File: src/rtl/nco_pkg.sv
// Shared types and constants for the NCO / wavetable-morph control stage.
package nco_pkg;

    // Morph position is 8.8 fixed point: table index in [15:8], crossfade in [7:0].
    localparam int POS_W       = 16;
    localparam int PHASE_OUT_W = 7;

    typedef enum logic [1:0] {
        MODE_HOLD     = 2'd0,
        MODE_ONESHOT  = 2'd1,
        MODE_LOOP     = 2'd2,
        MODE_PINGPONG = 2'd3
    } morph_mode_t;

    typedef enum logic [1:0] {
        ST_IDLE = 2'd0,
        ST_UP   = 2'd1,
        ST_DOWN = 2'd2,
        ST_DONE = 2'd3
    } sweep_state_t;

    // Highest table index reachable in the range; a range of 0 or 1 tables has no morph.
    function automatic logic [7:0] span_of(input logic [7:0] count);
        return (count < 8'd2) ? 8'd0 : (count - 8'd1);
    endfunction

endpackage

File: src/rtl/nco_phase_acc.sv
// Free-running phase accumulator; publishes its top bits on each sample tick.
module nco_phase_acc
    import nco_pkg::*;
#(
    parameter int ACC_W = 24
) (
    input  logic                   clk,
    input  logic                   rst_n,
    input  logic                   tick,
    input  logic                   clear,
    input  logic [ACC_W-1:0]       freq_inc,
    output logic [PHASE_OUT_W-1:0] phase
);

    logic [ACC_W-1:0] acc_reg;
    logic [ACC_W-1:0] acc_next;

    // Retrigger wins over the tick so a coincident tick publishes phase 0.
    always_comb begin
        acc_next = acc_reg;
        if (clear) begin
            acc_next = '0;
        end else if (tick) begin
            acc_next = acc_reg + freq_inc;
        end
    end

    // Accumulator register; the phase output only moves on a tick.
    always_ff @(posedge clk or negedge rst_n) begin
        if (!rst_n) begin
            acc_reg <= '0;
            phase   <= '0;
        end else begin
            acc_reg <= acc_next;
            if (tick) begin
                phase <= acc_next[ACC_W-1 -: PHASE_OUT_W];
            end
        end
    end

endmodule

File: src/rtl/nco_wavetable_ctrl.sv
// Phase accumulator plus wavetable-morph sweep feeding the sample/crossfade stage.
module nco_wavetable_ctrl
    import nco_pkg::*;
#(
    parameter int ACC_W  = 24,
    parameter int RATE_W = 16
) (
    input  logic              clk,
    input  logic              rst_n,
    input  logic              sample_tick,
    input  logic              gate,
    input  logic [ACC_W-1:0]  freq_inc,
    input  logic [7:0]        wfm_base,
    input  logic [7:0]        wfm_count,
    input  logic [RATE_W-1:0] morph_rate,
    input  logic [1:0]        morph_mode,
    output logic              ce,
    output logic [6:0]        nco_phase,
    output logic [7:0]        wfm_num_l,
    output logic [7:0]        wfm_num_r,
    output logic [7:0]        factor,
    output logic              sweep_done
);

    logic [POS_W-1:0] rate16;
    morph_mode_t      mode;
    sweep_state_t     state_reg, state_next;
    logic [POS_W-1:0] pos_reg, pos_next;
    logic             done_reg, done_next;
    logic             gate_q_reg;
    logic             retrig;
    logic [7:0]       span;
    logic [POS_W-1:0] end_pos;
    logic [POS_W:0]   sum_up;
    logic [POS_W:0]   diff_down;
    logic             at_end;
    logic [7:0]       idx;
    logic [7:0]       idx_r;
    logic [7:0]       frac;

    // Only the low 16 bits of the rate are meaningful in 8.8 format.
    generate
        if (RATE_W >= POS_W) begin : g_rate_trim
            assign rate16 = morph_rate[POS_W-1:0];
        end else begin : g_rate_ext
            assign rate16 = {{(POS_W-RATE_W){1'b0}}, morph_rate};
        end
    endgenerate

    assign mode      = morph_mode_t'(morph_mode);
    assign retrig    = gate & ~gate_q_reg;
    assign span      = span_of(wfm_count);
    assign end_pos   = {span, 8'h00};
    assign sum_up    = {1'b0, pos_reg} + {1'b0, rate16};
    assign diff_down = {1'b0, pos_reg} - {1'b0, rate16};

    nco_phase_acc #(
        .ACC_W (ACC_W)
    ) u_phase_acc (
        .clk      (clk),
        .rst_n    (rst_n),
        .tick     (sample_tick),
        .clear    (retrig),
        .freq_inc (freq_inc),
        .phase    (nco_phase)
    );

    // Sweep state, position and done flag registers; gate edge detector.
    always_ff @(posedge clk or negedge rst_n) begin
        if (!rst_n) begin
            state_reg  <= ST_IDLE;
            pos_reg    <= '0;
            done_reg   <= 1'b0;
            gate_q_reg <= 1'b0;
        end else begin
            state_reg  <= state_next;
            pos_reg    <= pos_next;
            done_reg   <= done_next;
            gate_q_reg <= gate;
        end
    end

    // Sweep next-state: retrigger first, then gate-low idle, then per-tick stepping.
    always_comb begin
        state_next = state_reg;
        pos_next   = pos_reg;
        done_next  = done_reg;
        if (retrig) begin
            state_next = ST_UP;
            pos_next   = '0;
            done_next  = 1'b0;
        end else if (!gate) begin
            state_next = ST_IDLE;
        end else if (sample_tick) begin
            case (state_reg)
                ST_UP: begin
                    case (mode)
                        MODE_ONESHOT: begin
                            if (sum_up >= {1'b0, end_pos}) begin
                                pos_next   = end_pos;
                                done_next  = 1'b1;
                                state_next = ST_DONE;
                            end else begin
                                pos_next = sum_up[POS_W-1:0];
                            end
                        end
                        MODE_LOOP: begin
                            if (sum_up >= {1'b0, end_pos}) begin
                                pos_next = '0;
                            end else begin
                                pos_next = sum_up[POS_W-1:0];
                            end
                        end
                        MODE_PINGPONG: begin
                            if (sum_up >= {1'b0, end_pos}) begin
                                pos_next   = end_pos;
                                state_next = ST_DOWN;
                            end else begin
                                pos_next = sum_up[POS_W-1:0];
                            end
                        end
                        default: begin
                            pos_next = pos_reg;
                        end
                    endcase
                end
                ST_DOWN: begin
                    if (mode != MODE_PINGPONG) begin
                        state_next = ST_UP;
                    end else if (diff_down[POS_W] || (diff_down[POS_W-1:0] == '0)) begin
                        pos_next   = '0;
                        state_next = ST_UP;
                    end else begin
                        pos_next = diff_down[POS_W-1:0];
                    end
                end
                default: begin
                    state_next = state_reg;
                end
            endcase
        end
    end

    // Table mapping of the position being published; clamps at or beyond the range end.
    always_comb begin
        at_end = (pos_next >= end_pos);
        idx    = at_end ? span  : pos_next[POS_W-1:8];
        frac   = at_end ? 8'h00 : pos_next[7:0];
        idx_r  = (idx < span) ? (idx + 8'd1) : span;
    end

    // Output registers, loaded only on a sample tick.
    always_ff @(posedge clk or negedge rst_n) begin
        if (!rst_n) begin
            ce        <= 1'b0;
            wfm_num_l <= '0;
            wfm_num_r <= '0;
            factor    <= '0;
        end else begin
            ce <= sample_tick;
            if (sample_tick) begin
                wfm_num_l <= wfm_base + idx;
                wfm_num_r <= wfm_base + idx_r;
                factor    <= frac;
            end
        end
    end

    assign sweep_done = done_reg;

endmodule

File: config.mk
export PLATFORM = sky130hd
export DESIGN_NAME = nco_wavetable_ctrl
export DESIGN_NICKNAME = d
export VERILOG_FILES = /design/src/rtl/nco_pkg.sv /design/src/rtl/nco_phase_acc.sv /design/src/rtl/nco_wavetable_ctrl.sv
export SDC_FILE = /design/constraint.sdc
export NUM_CORES = 1
export LEC_CHECK = 0
export CORE_MARGIN = 2
export CORE_UTILIZATION = 58
export DETAILED_ROUTE_END_ITERATION = 8
export GPL_ROUTABILITY_DRIVEN = 1
export PLACE_DENSITY = 0.82
export SYNTH_ARGS = -nofsm -noshare
export SYNTH_HDL_FRONTEND = slang
export SYNTH_SLANG_ARGS = --single-unit
File: constraint.sdc
create_clock -name clk -period 11.7 [get_ports clk]
set_input_delay 2.34 -clock clk [delete_from_list [all_inputs] [get_ports clk]]
set_output_delay 2.34 -clock clk [all_outputs]
set_load 0.005 [all_outputs]
==> results.cfg, run 1 <==
[power]
pwr_density_cell_mw_per_mm2 = 131.5
leakage_uw = 0.004925
ir_drop_v = 0.0001222
power_uw = 1388

[die]
initial_core_util_pct = 59.65
core_area_mm2 = 0.01393
io_pins = 95
rows = 43
die-height_um = 123.7
fp.dieW_um = 123.7
dieArea_mm2 = 0.01530

[synthesis]
yosys.area_share.adder_pct = 15.66
syn-num-nets = 1164
synthMuxAreaShare_pct = 5.148
synthArstFlopShare_pct = 100.0
yosysUniqueCellTypes = 88
yosys.area_share.simple_pct = 18.86
syn_avg_cell_area_um2 = 8.303
synth_edf_count = 0
synthCells = 1001
synthXorXnorAreaFrac_pct = 6.006
synth_compound_area_share_pct = 26.09
syn_area_mm2 = 0.008312
ys_ff_latch = 76
synth_top_family_by_area = compound AO/OA/AOI/OAI gates
synth_warnings = 0
yosysSeqAreaShare_pct = 22.88
synthFlopType = dfrtp_1

[timing]
rsz0062_at_grt = true
final-max-slew-violation-count = 0
fmaxAchievable_mhz = 87.29
period_needed_ns = 11.46
skew_ns = 0.007559
fin_hold_ws_ns = 0.4951
tightest_slew_ns = 1.001
setup_viol = 0
slew_headroom_pct = 33.29
hold_violations = 0
fin_ws_ns = 0.2438
period_share_pct = 97.92

[final_layout]
nNetsFinal = 1332
diodes = 0
layout_common_cells = buf_4 (102), ha_1 (95), nor2_1 (92), clkdlybuf4s50_1 (92), dfrtp_1 (76)
drive_gt1_share_pct = 15.84
largest_reg_flops = 24
area_delta_synth_final_pct = 26.98
final_common_cell = buf_4
utilization_pct = 75.74
final_cells = 1354

[worst_setup_path]
required_ns = 11.92
cp-end-kind = flip-flop
crit_type = in2reg
crit_fanout = 7
critPathLaunchType = primary input
worst_path_max_delay_cell = or4_4
critPathArrivalTime_ns = 11.68
max_stage_delay_ns = 0.49

[clocking]
clock_path_buffers = 2
cts_tree = built
cts-root-buf = clkbuf_16
cts_buffers = 9
htree_levels = 3
holdBufCountCts = 0
cts_num_sinks = 76
clk_latency_ns = 0.34
path_clk_slew_ns = 0.06

[worst_hold_path]
hp-class = reg2reg

[route]
drtIter0Drc = 559
drc = 0
vias_per_cell = 6.206
wl_um = 24350
final_antenna_net_count = 0
wl_per_cell_um = 17.98
firstDrtPassIters = 5
num_vias = 8403

[placement]
place_ws_ns = -0.5078
numPortBuffers = 94
placed_cells = 1333
gp_congestion = 0.9669
dpl.hpwl_um = 18520

[global_routing]
antenna_found_initial = 0
first_global_vias = 8317
grt_pass1_wl_um = 39290
globalRouteOverflowTotal = 0
grt_start_max_net_pins = 77
track_usage_pct = 32.28

[job]
cap_violations = 0

[outcome]
status = finished, final reports clean
## report_power, final
| group | internal, uW | switching [uW] | leakage [uW] |
|---|---|---|---|
| registers | 329 | 45.7 | 0.000970 |
| clock network | 172 | 117 | 0.000145 |
| logic | 353 | 371 | 0.00381 |
| total | 855 | 533 | 0.00493 |
## worst paths after layout
path                                       endpoint  slack (ns)  cells after the start             startpoint
setup / recovery           wfm_num_r[7]$_DFFE_PN0P_        0.24                     51          morph_rate[0]
hold / removal                factor[1]$_DFFE_PN0P_        0.50                      1  factor[1]$_DFFE_PN0P_
setup reg to reg           wfm_num_r[7]$_DFFE_PN0P_        2.22                     46   pos_reg[5]$_DFF_PN0_
hold reg to reg               factor[1]$_DFFE_PN0P_        0.50                      1  factor[1]$_DFFE_PN0P_
max in group asynchronous     pos_reg[10]$_DFF_PN0_        8.88                      1                  rst_n
min in group asynchronous     factor[7]$_DFFE_PN0P_        2.15                      1                  rst_n
## cell type report
type	count	area (um2)
well taps	180	225.2
multi-input cells	813	6140
inverters	73	274.0
repair buffers	196	1703
clock buffers	10	239.0
clock inverters	6	71.32
flip-flops and latches	76	1902
fillers	1010	3381
## routing by layer
metal	up-vias	global-route usage [%]	part of all wire, %
li1	4019	-	-
met1	3983	40.84	42
met2	332	53.98	48
met3	69	5.495	6.4
met4	0	14.56	3.4
met5	-	0	0
## kinds of logic (layout without fill, tap and decap cells)
logic type | after synthesis | in the layout
compound gates | 304 | 304
buf+inv | 112 | 285
simple gates | 310 | 310
flops | 76 | 76
mux | 41 | 41
fa+ha+maj | 101 | 101
xor+xnor | 57 | 57
## critical path, delay by kind of cell
family | cells | cell delay, ns
adders and majority gates | 6 | 1.67
AOI/OAI and AO/OA | 22 | 3.48
xor gates and xnor gates | 2 | 0.33
and+or+nand+nor | 13 | 2.22
muxes | 2 | 0.43
buffers and inverters | 6 | 1.17
## per-stage QoR
step | setup TNS (ns) | area (um2)
4_1_cts | 0 | 10380
6_report | 0 | 10550
3_3_place_gp | -0.5093 | 10030
3_5_place_dp | -1.405 | 10030
2_1_floorplan | 0 | 8315
5_1_grt | -0.4424 | 10550
## synth_stat cells, types with 6 or more instances
cell	instances	area, um2
ha_1	96	1201
o21a_1	16	120.1
a31oi_1	9	56.30
o21ai_0	47	235.2
mux2i_1	27	270.3
nand2b_1	22	137.6
clkbuf_1	28	105.1
a32oi_1	6	52.55
o21bai_1	10	75.07
inv_1	73	274.0
nor2_1	93	349.1
and2_1	7	43.79
nor3_1	29	145.1
nand4_1	10	62.56
or2_2	8	50.05
nand3_1	21	105.1
o211ai_1	9	67.56
mux2_2	13	146.4
a21oi_1	68	340.3
xor2_1	15	131.4
a211oi_1	16	120.1
a2111oi_0	7	61.31
o2bb2ai_1	6	52.55
nor2b_1	10	62.56
xnor2_1	42	367.9
a22o_1	7	61.31
dfrtp_1	76	1902
a21o_1	30	225.2
nor4_1	11	68.82
o31ai_1	11	82.58
and3_1	11	68.82
nand2_1	60	225.2
## what timing repair did
action,4_1_cts,5_1_grt
hold endpoints to repair,0,0
pin swaps,3,11
endpoints found under the setup margin,3,7
resized for setup,6,38
buffers inserted,1,4
Power figures use the tool's default switching activity.
==> inputs of run 2 (changes only) <==
--- a/config.mk
+++ b/config.mk
@@ -7,6 +7,7 @@
 export LEC_CHECK = 0
 export CORE_MARGIN = 2
 export CORE_UTILIZATION = 58
+export CTS_CLUSTER_DIAMETER = 150
 export DETAILED_ROUTE_END_ITERATION = 8
 export GPL_ROUTABILITY_DRIVEN = 1
 export PLACE_DENSITY = 0.82
==> results of run 2 <==
The final DEF is identical to that of run 1; final timing and power are the same.
==> inputs of run 3 (changes only) <==
==> constraint.sdc (replaced) <==
create_clock -name clk -period 12.1 [get_ports clk]
set_input_delay 2.42 -clock clk [delete_from_list [all_inputs] [get_ports clk]]
set_output_delay 2.42 -clock clk [all_outputs]
set_load 0.005 [all_outputs]
==> results.cfg, run 3 (synthesis results as in run 1) <==
[outcome]
status = finished, final reports clean

[power]
clock_power_share_pct = 21.3
ir_drop_v = 0.0001237
pwr_density_cell_mw_per_mm2 = 130.5
switching_share_pct = 38.81
intPower_uw = 811.8
pwr-share-seq_pct = 27.3
power.switching_uw = 514.9
leakage_uw = 0.004712
power_uw = 1327
combPwrFrac_pct = 51.4

[clocking]
clk_latency_ns = 0.34
cts_buffers = 9
cts_num_sinks = 76
cts-root-buf = clkbuf_16
holdBufCountCts = 0
path_clk_slew_ns = 0.06
cts_tree = built
clock_path_buffers = 2
htree_levels = 3

[timing]
period_needed_ns = 11.78
period_share_pct = 97.33
tightest_slew_ns = 0.9990
slew_headroom_pct = 33.40
skew_ns = 0.006536
setup_viol = 0
fin_hold_ws_ns = 0.5018
fmaxAchievable_mhz = 84.91
hold_violations = 0
final-max-slew-violation-count = 0

[route]
num_vias = 8281
drc = 0
firstDrtPassIters = 6
final_antenna_net_count = 0
drtIter0Drc = 810
wl_um = 24670
wl_per_cell_um = 18.79
vias_per_cell = 6.307

[final_layout]
drive_gt1_share_pct = 11.74
multi_input_area_mm2 = 0.006068
nNetsFinal = 1291
regArea_mm2 = 0.001902
layout_common_cells = ha_1 (96), nor2_1 (92), clkdlybuf4s50_1 (92)
nFillCells = 1082
largest_reg_flops = 24
diodes = 0
area_delta_synth_final_pct = 22.28
final_common_cell = ha_1

[global_routing]
grt_start_max_net_pins = 77
grt_pass1_wl_um = 38610
track_usage_pct = 31.89
first_global_vias = 8133
globalRouteOverflowTotal = 0
antenna_found_initial = 0

[die]
die-height_um = 123.7
rows = 43
io_pins = 95
core_area_mm2 = 0.01393
dieArea_mm2 = 0.01530
fp.dieW_um = 123.7
initial_core_util_pct = 59.65

[worst_setup_path]
crit_type = in2reg
r2r-start = pos_reg[0]$_DFF_PN0_
cp-end-kind = flip-flop
critPathLaunchType = primary input
required_ns = 12.32
startpoint = morph_rate[0]
cpMostUsedCell = a21o_1
critPathArrivalTime_ns = 12.00
crit_fanout = 7
max_stage_delay_ns = 0.43
worst_path_max_delay_cell = clkdlybuf4s50_1

[worst_hold_path]
holdCritStartpoint = factor[4]$_DFFE_PN0P_
hp-class = reg2reg

[job]
cap_violations = 0

[placement]
gp_congestion = 1.014
dpl.hpwl_um = 18230
numPortBuffers = 94
==> run 3: cell types whose count changed in the layout (fill, tap and decap cells not counted), moves of 2 or more <==
cell     before  now
mux2i_4       2    0
o21ai_0      40   45
o21ai_1      10    6
and3_4        2    0
a21oi_1      62   68
a21oi_2       5    1
buf_4       102   61
and3_1        9   11
a21oi_4       2    0
==> run 3: area by class of cell <==
type / count / share of cell area, %
repair buffers: 154 / 13.62
clock buffers: 10 / 2.351
inverters: 73 / 2.696
clock inverters: 6 / 0.7017
well taps: 180 / 2.216
flip-flops and latches: 76 / 18.71
multi-input cells: 814 / 59.71
==> run 3: power by group through the flow <==
stage                     sequential, uW  combinational (uW)  clock (uW)
after global routing                 368                 750         296
after global placement               362                 632           0
after CTS                            361                 666         285
final                                362                 682         282
after floorplan                      356                 455           0
after detailed placement             363                 654           0
==> run 3: per-layer routing <==
metal	up-vias	part of all wire (%)	track usage (%)
met3	86	6.7	4.167
met4	0	4.0	14.84
met1	3895	42	39.86
li1	3933	-	-
met2	367	48	54.64
met5	-	0	0
==> run 3: worst max-delay path: cells and delay by family <==
family	cells	cell delay, ns
AO/OA/AOI/OAI	23	4.59
AND/OR/NAND/NOR	11	1.86
XOR/XNOR	1	0.16
multiplexers	2	0.52
adder cells (fa/ha/maj)	6	1.38
buffers and inverters	5	1.07
==> run 3: metrics by stage <==
step           instances  setup TNS [ns]  instance area (um2)  setup WS [ns]  utilization (%)
2_1_floorplan       1001               0                 8312         0.2458                -
6_report            1313               0                10160         0.3226            72.94
3_5_place_dp        1291         -0.1267                 9714        -0.1267            69.71
4_1_cts             1307               0                10020         0.1302            71.94
3_3_place_gp        1291               0                 9714         0.2228            69.71
5_1_grt             1313         -0.2293                10160        -0.1854            72.94
==> run 3: repair_timing <==
action | in CTS | in global routing
buffers inserted | 0 | 5
endpoints found under the setup margin | 0 | 6
gates resized for setup | 0 | 23
==> run 3: path summary, 6_finish.rpt <==
| path | endpoint | slack (ns) | cells past startpoint |
|---|---|---|---|
| min in group asynchronous | factor[7]$_DFFE_PN0P_ | 2.22 | 1 |
| setup / recovery | wfm_num_r[7]$_DFFE_PN0P_ | 0.32 | 48 |
| hold / removal | factor[4]$_DFFE_PN0P_ | 0.50 | 1 |
| setup reg to reg | wfm_num_r[7]$_DFFE_PN0P_ | 2.38 | 47 |
| max in group asynchronous | wfm_num_r[7]$_DFFE_PN0P_ | 9.20 | 1 |
| hold reg to reg | factor[4]$_DFFE_PN0P_ | 0.50 | 1 |
